==> src/rtl/encoder_scan_n_if.sv <==
// Request-scan encoder bus: control/request inputs and indexed output.
// Carries the valid/ready handshake plus busy/done/zero status.
interface encoder_scan_n_if #(
  parameter int N = 8
);
  localparam int W = $clog2(N);

  logic         En;
  logic         load;
  logic [N-1:0] Din;
  logic         ready;
  logic         valid;
  logic [W-1:0] E0;
  logic         busy;
  logic         done;
  logic         zero;

  modport master (
    output En, load, Din, ready,
    input  valid, E0, busy, done, zero
  );

  modport slave (
    input  En, load, Din, ready,
    output valid, E0, busy, done, zero
  );
endinterface

==> src/rtl/encoder_scan_n.sv <==
// Sequential priority encoder: captures a request vector and emits
// the index of each set bit, one per accepted valid/ready beat.
module encoder_scan_n #(
  parameter int N         = 8,
  parameter bit PRIO_HIGH = 1'b1
) (
  input logic             clk,
  input logic             rst,
  encoder_scan_n_if.slave bus
);
  localparam int W = $clog2(N);

  typedef enum logic {
    IDLE,
    SCAN
  } state_t;

  state_t       state_q, state_d;
  logic [N-1:0] pend_q, pend_d;
  logic [W-1:0] hold_q, hold_d;
  logic         done_q, done_d;
  logic         zero_q, zero_d;

  logic [W-1:0] enc;
  logic [N-1:0] clr;
  logic [N-1:0] rem;
  logic         busy;
  logic         valid;
  logic         fire;

  always_comb begin
    enc = '0;
    if (PRIO_HIGH) begin
      for (int i = 0; i < N; i++)
        if (pend_q[i]) enc = W'(i);
    end else begin
      for (int i = N - 1; i >= 0; i--)
        if (pend_q[i]) enc = W'(i);
    end
  end

  // E0 keeps the last encoded index once pend drains
  assign hold_d = (|pend_q) ? enc : hold_q;

  assign busy  = (state_q == SCAN);
  assign valid = busy && bus.En;
  assign fire  = valid && bus.ready;
  assign clr   = {{(N-1){1'b0}}, 1'b1} << enc;
  assign rem   = pend_q & ~clr;

  always_comb begin
    state_d = state_q;
    pend_d  = pend_q;
    done_d  = 1'b0;
    zero_d  = 1'b0;
    unique case (state_q)
      IDLE: begin
        if (bus.En && bus.load) begin
          pend_d = bus.Din;
          if (|bus.Din) begin
            state_d = SCAN;
          end else begin
            done_d = 1'b1;
            zero_d = 1'b1;
          end
        end
      end
      SCAN: begin
        if (fire) begin
          pend_d = rem;
          if (rem == '0) begin
            state_d = IDLE;
            done_d  = 1'b1;
          end
        end
      end
    endcase
  end

  always_ff @(posedge clk) begin
    if (rst) begin
      state_q <= IDLE;
      pend_q  <= '0;
      hold_q  <= '0;
      done_q  <= 1'b0;
      zero_q  <= 1'b0;
    end else begin
      state_q <= state_d;
      pend_q  <= pend_d;
      hold_q  <= hold_d;
      done_q  <= done_d;
      zero_q  <= zero_d;
    end
  end

  assign bus.valid = valid;
  assign bus.E0    = hold_d;
  assign bus.busy  = busy;
  assign bus.done  = done_q;
  assign bus.zero  = zero_q;
endmodule

==> src/flat_wrapper.sv <==
// flat-port wrapper written by rule: the top's interface ports become plain ports
module encoder_scan_n_flat 
#(
  parameter int N         = 8,
  parameter bit PRIO_HIGH = 1'b1
)
  (clk, rst, bus_En, bus_load, bus_Din, bus_ready, bus_valid, bus_E0, bus_busy, bus_done, bus_zero);
  encoder_scan_n_if #(.N(N)) bus_i ();
  input logic clk;
  input logic rst;
  input wire logic [$bits(bus_i.En)-1:0] bus_En;
  input wire logic [$bits(bus_i.load)-1:0] bus_load;
  input wire logic [$bits(bus_i.Din)-1:0] bus_Din;
  input wire logic [$bits(bus_i.ready)-1:0] bus_ready;
  output wire logic [$bits(bus_i.valid)-1:0] bus_valid;
  output wire logic [$bits(bus_i.E0)-1:0] bus_E0;
  output wire logic [$bits(bus_i.busy)-1:0] bus_busy;
  output wire logic [$bits(bus_i.done)-1:0] bus_done;
  output wire logic [$bits(bus_i.zero)-1:0] bus_zero;
  assign bus_i.En = bus_En;
  assign bus_i.load = bus_load;
  assign bus_i.Din = bus_Din;
  assign bus_i.ready = bus_ready;
  assign bus_valid = bus_i.valid;
  assign bus_E0 = bus_i.E0;
  assign bus_busy = bus_i.busy;
  assign bus_done = bus_i.done;
  assign bus_zero = bus_i.zero;
  encoder_scan_n #(.N(N), .PRIO_HIGH(PRIO_HIGH)) u_core (.clk(clk), .rst(rst), .bus(bus_i));
endmodule
==> config.mk <==
export PLATFORM = sky130hd
export DESIGN_NAME = encoder_scan_n_flat
export DESIGN_NICKNAME = d
export VERILOG_FILES = /design/src/rtl/encoder_scan_n_if.sv /design/src/rtl/encoder_scan_n.sv /design/src/flat_wrapper.sv
export SDC_FILE = /design/constraint.sdc
export NUM_CORES = 1
export LEC_CHECK = 0
export ABC_CLOCK_PERIOD_IN_PS = 5000
export CAP_MARGIN = 20
export CORE_MARGIN = 3
export CORE_UTILIZATION = 49
export DETAILED_ROUTE_END_ITERATION = 10
export PLACE_DENSITY = 0.88
export REMOVE_ABC_BUFFERS = 1
export SKIP_CTS_REPAIR_TIMING = 1
export SYNTH_ARGS = -nofsm -noshare
export SYNTH_HDL_FRONTEND = slang
export SYNTH_SLANG_ARGS = --single-unit
==> constraint.sdc <==
create_clock -name clk -period 5 [get_ports clk]
set_clock_uncertainty 0.2 [all_clocks]
set_input_delay 1 -clock clk [delete_from_list [all_inputs] [get_ports clk]]
set_output_delay 1 -clock clk [all_outputs]
set_load 0.1 [all_outputs]
After elaboration in Yosys (flattened, before gate mapping) --
Index checks and enable logic that the tools add are counted. Widths: inputs -> output; s select.
Cells by class: equality and inequality tests 2, shift operators 1, multiplexer cells 21, bitwise logic cells 3, reduce and logical (&&, ||, !) cells 8
Operator list (count):
- $mux 3 | 7
- $mux 8 | 2
- $pmux 8 s2 | 1
- $reduce_or 8->1 | 2
- $mux 1 | 9
- $and 8x8->8 | 1
- $logic_not 8->1 | 1
- $not 8->8 | 1
- $shl 1x3->8 const A | 1
- $pmux 1 s2 | 2
- $logic_and 1x1->1 | 3
- $ne 2x1->1 const B | 1
- $ne 2x2->1 const B | 1
- $reduce_and 2->1 | 1
- $reduce_or 2->1 | 1
- $not 1->1 | 1
Word-level totals: register bits 14, bits of input ports 13, output and inout port bits 7, logic and storage cells 40

Depth between registers and ports, before layout --
depth in word-level cells 14, mapped depth 6, mapped depth without buffers 5

Worst setup path before layout --
No wires, ideal clock.
path type reg2out, start register u_core.pend_q[3], end output port bus_E0[1], data arrival time 3036 ps, required time 3800 ps, slack 764 ps, cell stages (with the launch flop) 5, buffers on the path 1, path through dfxtp_1 -> clkbuf_1 -> nor2_1 -> a21boi_1 -> o31ai_1
On the way: word-level cells in the longest chain between the ends 6, elaborated cells on any way between the ends 7, those cells by class mux: 6; reduce/logical: 1
RTL lines:
- from (decl) | RTL line encoder_scan_n.sv:19 | logic [N-1:0] pend_q, pend_d;
- from (signal assigned) | RTL line encoder_scan_n.sv:89 | pend_q <= pend_d;
- $mux 3 (5 in series) | RTL line encoder_scan_n.sv:35 | if (pend_q[i]) enc = W'(i);
- $mux 3 (*) | RTL line encoder_scan_n.sv:43 | assign hold_d = (|pend_q) ? enc : hold_q;
- to (decl) | RTL line flat_wrapper.sv:16 | output wire logic [$bits(bus_i.E0)-1:0] bus_E0;
Every way passes the cells marked *; elsewhere a longest branch is shown, timed or not.

Worst setup path after layout --
start register u_core.pend_q[5], end output port bus_E0[2]
On the way: word-level cells in the longest chain between the ends 4, elaborated cells on any way between the ends 5, those cells by class mux: 4; reduce/logical: 1
RTL lines (RTL line):
- $mux 3 (3 in series) | encoder_scan_n.sv:35
- $mux 3 (*) | encoder_scan_n.sv:43
Marks and branches as above.

==> metrics.yaml <==
relSlewSlack: 0.351
finalHoldViolCount: 0
post-route-util: 0.706
setup_ws_ps: 1250
stdcell_count: 121
chipWidth_um: 44.3
clk_latency_ps: 280
start_util: 0.539
routed_via_density: 5.76
cp_max_fo: 8
coreArea_um2: 1330
drive_above_1_share: 0.0849
max_freq_ghz: 0.267
ir_drop_mv: 0.235
first_global_vias: 627
avgSynthCellArea_um2: 8.18
setup_viol: 0
yosys_warnings: 0
cts_tree: "done"
overflow: 0
drv_slew: 0
place_congestion: 0.743
async_reset_ff_frac: 0
worstMarginPinSlew_ps: 971
drtIter0Drc: 18
grt_max_degree: 16
worstSetupStartpointType: "flop"
syn2layout_area_growth_pct: 31.0
port_buffers: 19
ctsHtreeMaxLevel: 1
netlist_instances: 88
cts_buffers: 3
ys_seq_area_frac: 0.390
antenna_found_initial: 0
synthFlopType: "dfxtp_1"
clock-root-buffer: "clkbuf_4"
drt-wirelength-per-cell_um: 13.1
synth_area_leaders: "dfxtp_1 39%, a21oi_1 7.7%, nand2_1 5.2%"
synth_top_cell_by_area: "dfxtp_1"
setup_tns_ps: 0
period_minus_slack_ps: 3750
grt_pass1_wl_um: 2640
cp.required_ps: 3800
postRouteAntennaNets: 0
cp-end-kind: "primary output"
wirelength_um: 1590
rows: 13
rsz0062_at_grt: "no"
clockBufferDepth: 2
fin_crit_sh: 0.749
status: "complete, no violations"
cap_violations: 0
regToRegSetupSlack_ps: 2980
nets: 120
dieArea_um2: 1960
min_path_type: "reg -> reg"
multiInputGateArea_um2: 412
vias: 697
grt.total_usage: 0.182
mappedNetlistArea_um2: 719
yosysTopAreaCellShare: 0.390
detailed_place_hpwl_um: 1180
route.detailed.drc: 0
synth_edf_count: 0
cp_data_arrival_time_ps: 2550
post-place-cells: 117
n_fill_cell: 112
clk_pin_slew_worst_paths_ps: 80
power_leakage_nw: 0.327
die_h_um: 44.3
ys_ff_latch: 14
seq_area_um2: 280
dp_slack_ps: 1570
worstSetupPathType: "reg -> out"
design.portCount: 20
clock_sinks: 14
synthDistinctLibCells: 33
drt_first_pass_iters: 4
diodes: 0
power.density_nw_per_um2: 329
==> placed cells by master (no fill, tap or decap) <==
master,instances
buf_4,1
o31a_1,2
maj3_1,1
o21ai_1,3
a21oi_1,11
clkbuf_8,1
nor2_1,9
dfxtp_1,14
o211ai_1,1
a21boi_1,1
o41ai_2,1
a211oi_2,1
o21bai_1,2
o21ai_0,2
nand2b_1,2
o41a_1,1
inv_1,2
mux2i_1,1
or4_1,3
nor3_1,1
mux2_2,1
nor2b_1,3
clkdlybuf4s50_1,18
and2_1,1
o21a_1,1
a22oi_1,1
a211oi_1,1
a31o_1,1
clkbuf_4,3
a21o_1,1
nand4b_1,1
nand2_1,10
nand3_1,1
o31ai_1,2
a21oi_2,1
==> per-layer routing <==
| layer | global-route usage | vias to the layer above | share of wire |
|---|---|---|---|
| met1 | 0.199 | 317 | 0.44 |
| li1 | - | 353 | - |
| met4 | 0.0723 | 0 | 0.018 |
| met3 | 0.0610 | 4 | 0.056 |
| met2 | 0.320 | 23 | 0.48 |
| met5 | 0 | - | 0 |
==> cell type report <==
class | count | area share
clock buffers | 4 | 0.0385
inverters | 2 | 0.00797
multi-input cells | 67 | 0.437
flip-flops and latches | 14 | 0.297
well taps | 15 | 0.0199
repair buffers | 19 | 0.199
==> registers in the layout (all words and copies together), names as in the netlist <==
register,count
u_core.hold_q,3
u_core.bus.done,1
u_core.pend_q,8
u_core.bus.zero,1
u_core.bus.busy,1
==> report_power, final <==
part / internal (mW) / switching (mW)
clock: 0.0444 / 0.0375
sequential: 0.118 / 0.00858
combinational: 0.0332 / 0.0678
total: 0.196 / 0.114
==> cells in the mapped netlist, types with 2 or more instances <==
library cell and n:
o21ai_1 3, nand2b_1 2, clkbuf_1 4, dfxtp_1 14, inv_1 2, or4_1 3
nor2_1 9, o31a_1 2, o21ai_0 2, o31ai_1 2, nor2b_1 3, a21oi_1 11
nand2_1 10, o21bai_1 2
==> final timing paths <==
check	depth (start not counted)	endpoint	from
min reg2reg	2	u_core.pend_q[0]	u_core.pend_q[0]
min	2	u_core.pend_q[0]	u_core.pend_q[0]
max reg2reg	5	u_core.bus.busy	u_core.pend_q[5]
max	3	bus_E0[2]	u_core.pend_q[5]
==> stage by stage <==
| stage | hold WS (ps) | power (mW) | area [µm²] |
|---|---|---|---|
| CTS | 343 | 0.311 | 942 |
| global route | 387 | 0.322 | 942 |
| finish | 342 | 0.310 | 942 |
| global placement | 321 | 0.229 | 906 |
| floorplan | 290 | 0.201 | 699 |
| detailed placement | 327 | 0.231 | 906 |
==> cell families after synthesis <==
family	after synthesis	share of synthesized area
AND/OR/NAND/NOR	31	0.209
buffers and inverters	7	0.0383
multiplexers	2	0.0296
adder cells (fa/ha/maj)	1	0.0139
flip-flops	14	0.390
AO/OA/AOI/OAI	33	0.320
==> worst max-delay path, cell delays in order (launching register included) <==
cell	delay [ps]
dfxtp_1	360
or4_1	680
a31o_1	260
clkdlybuf4s50_1	960
No activity file was read; power rests on OpenSTA's default activity.
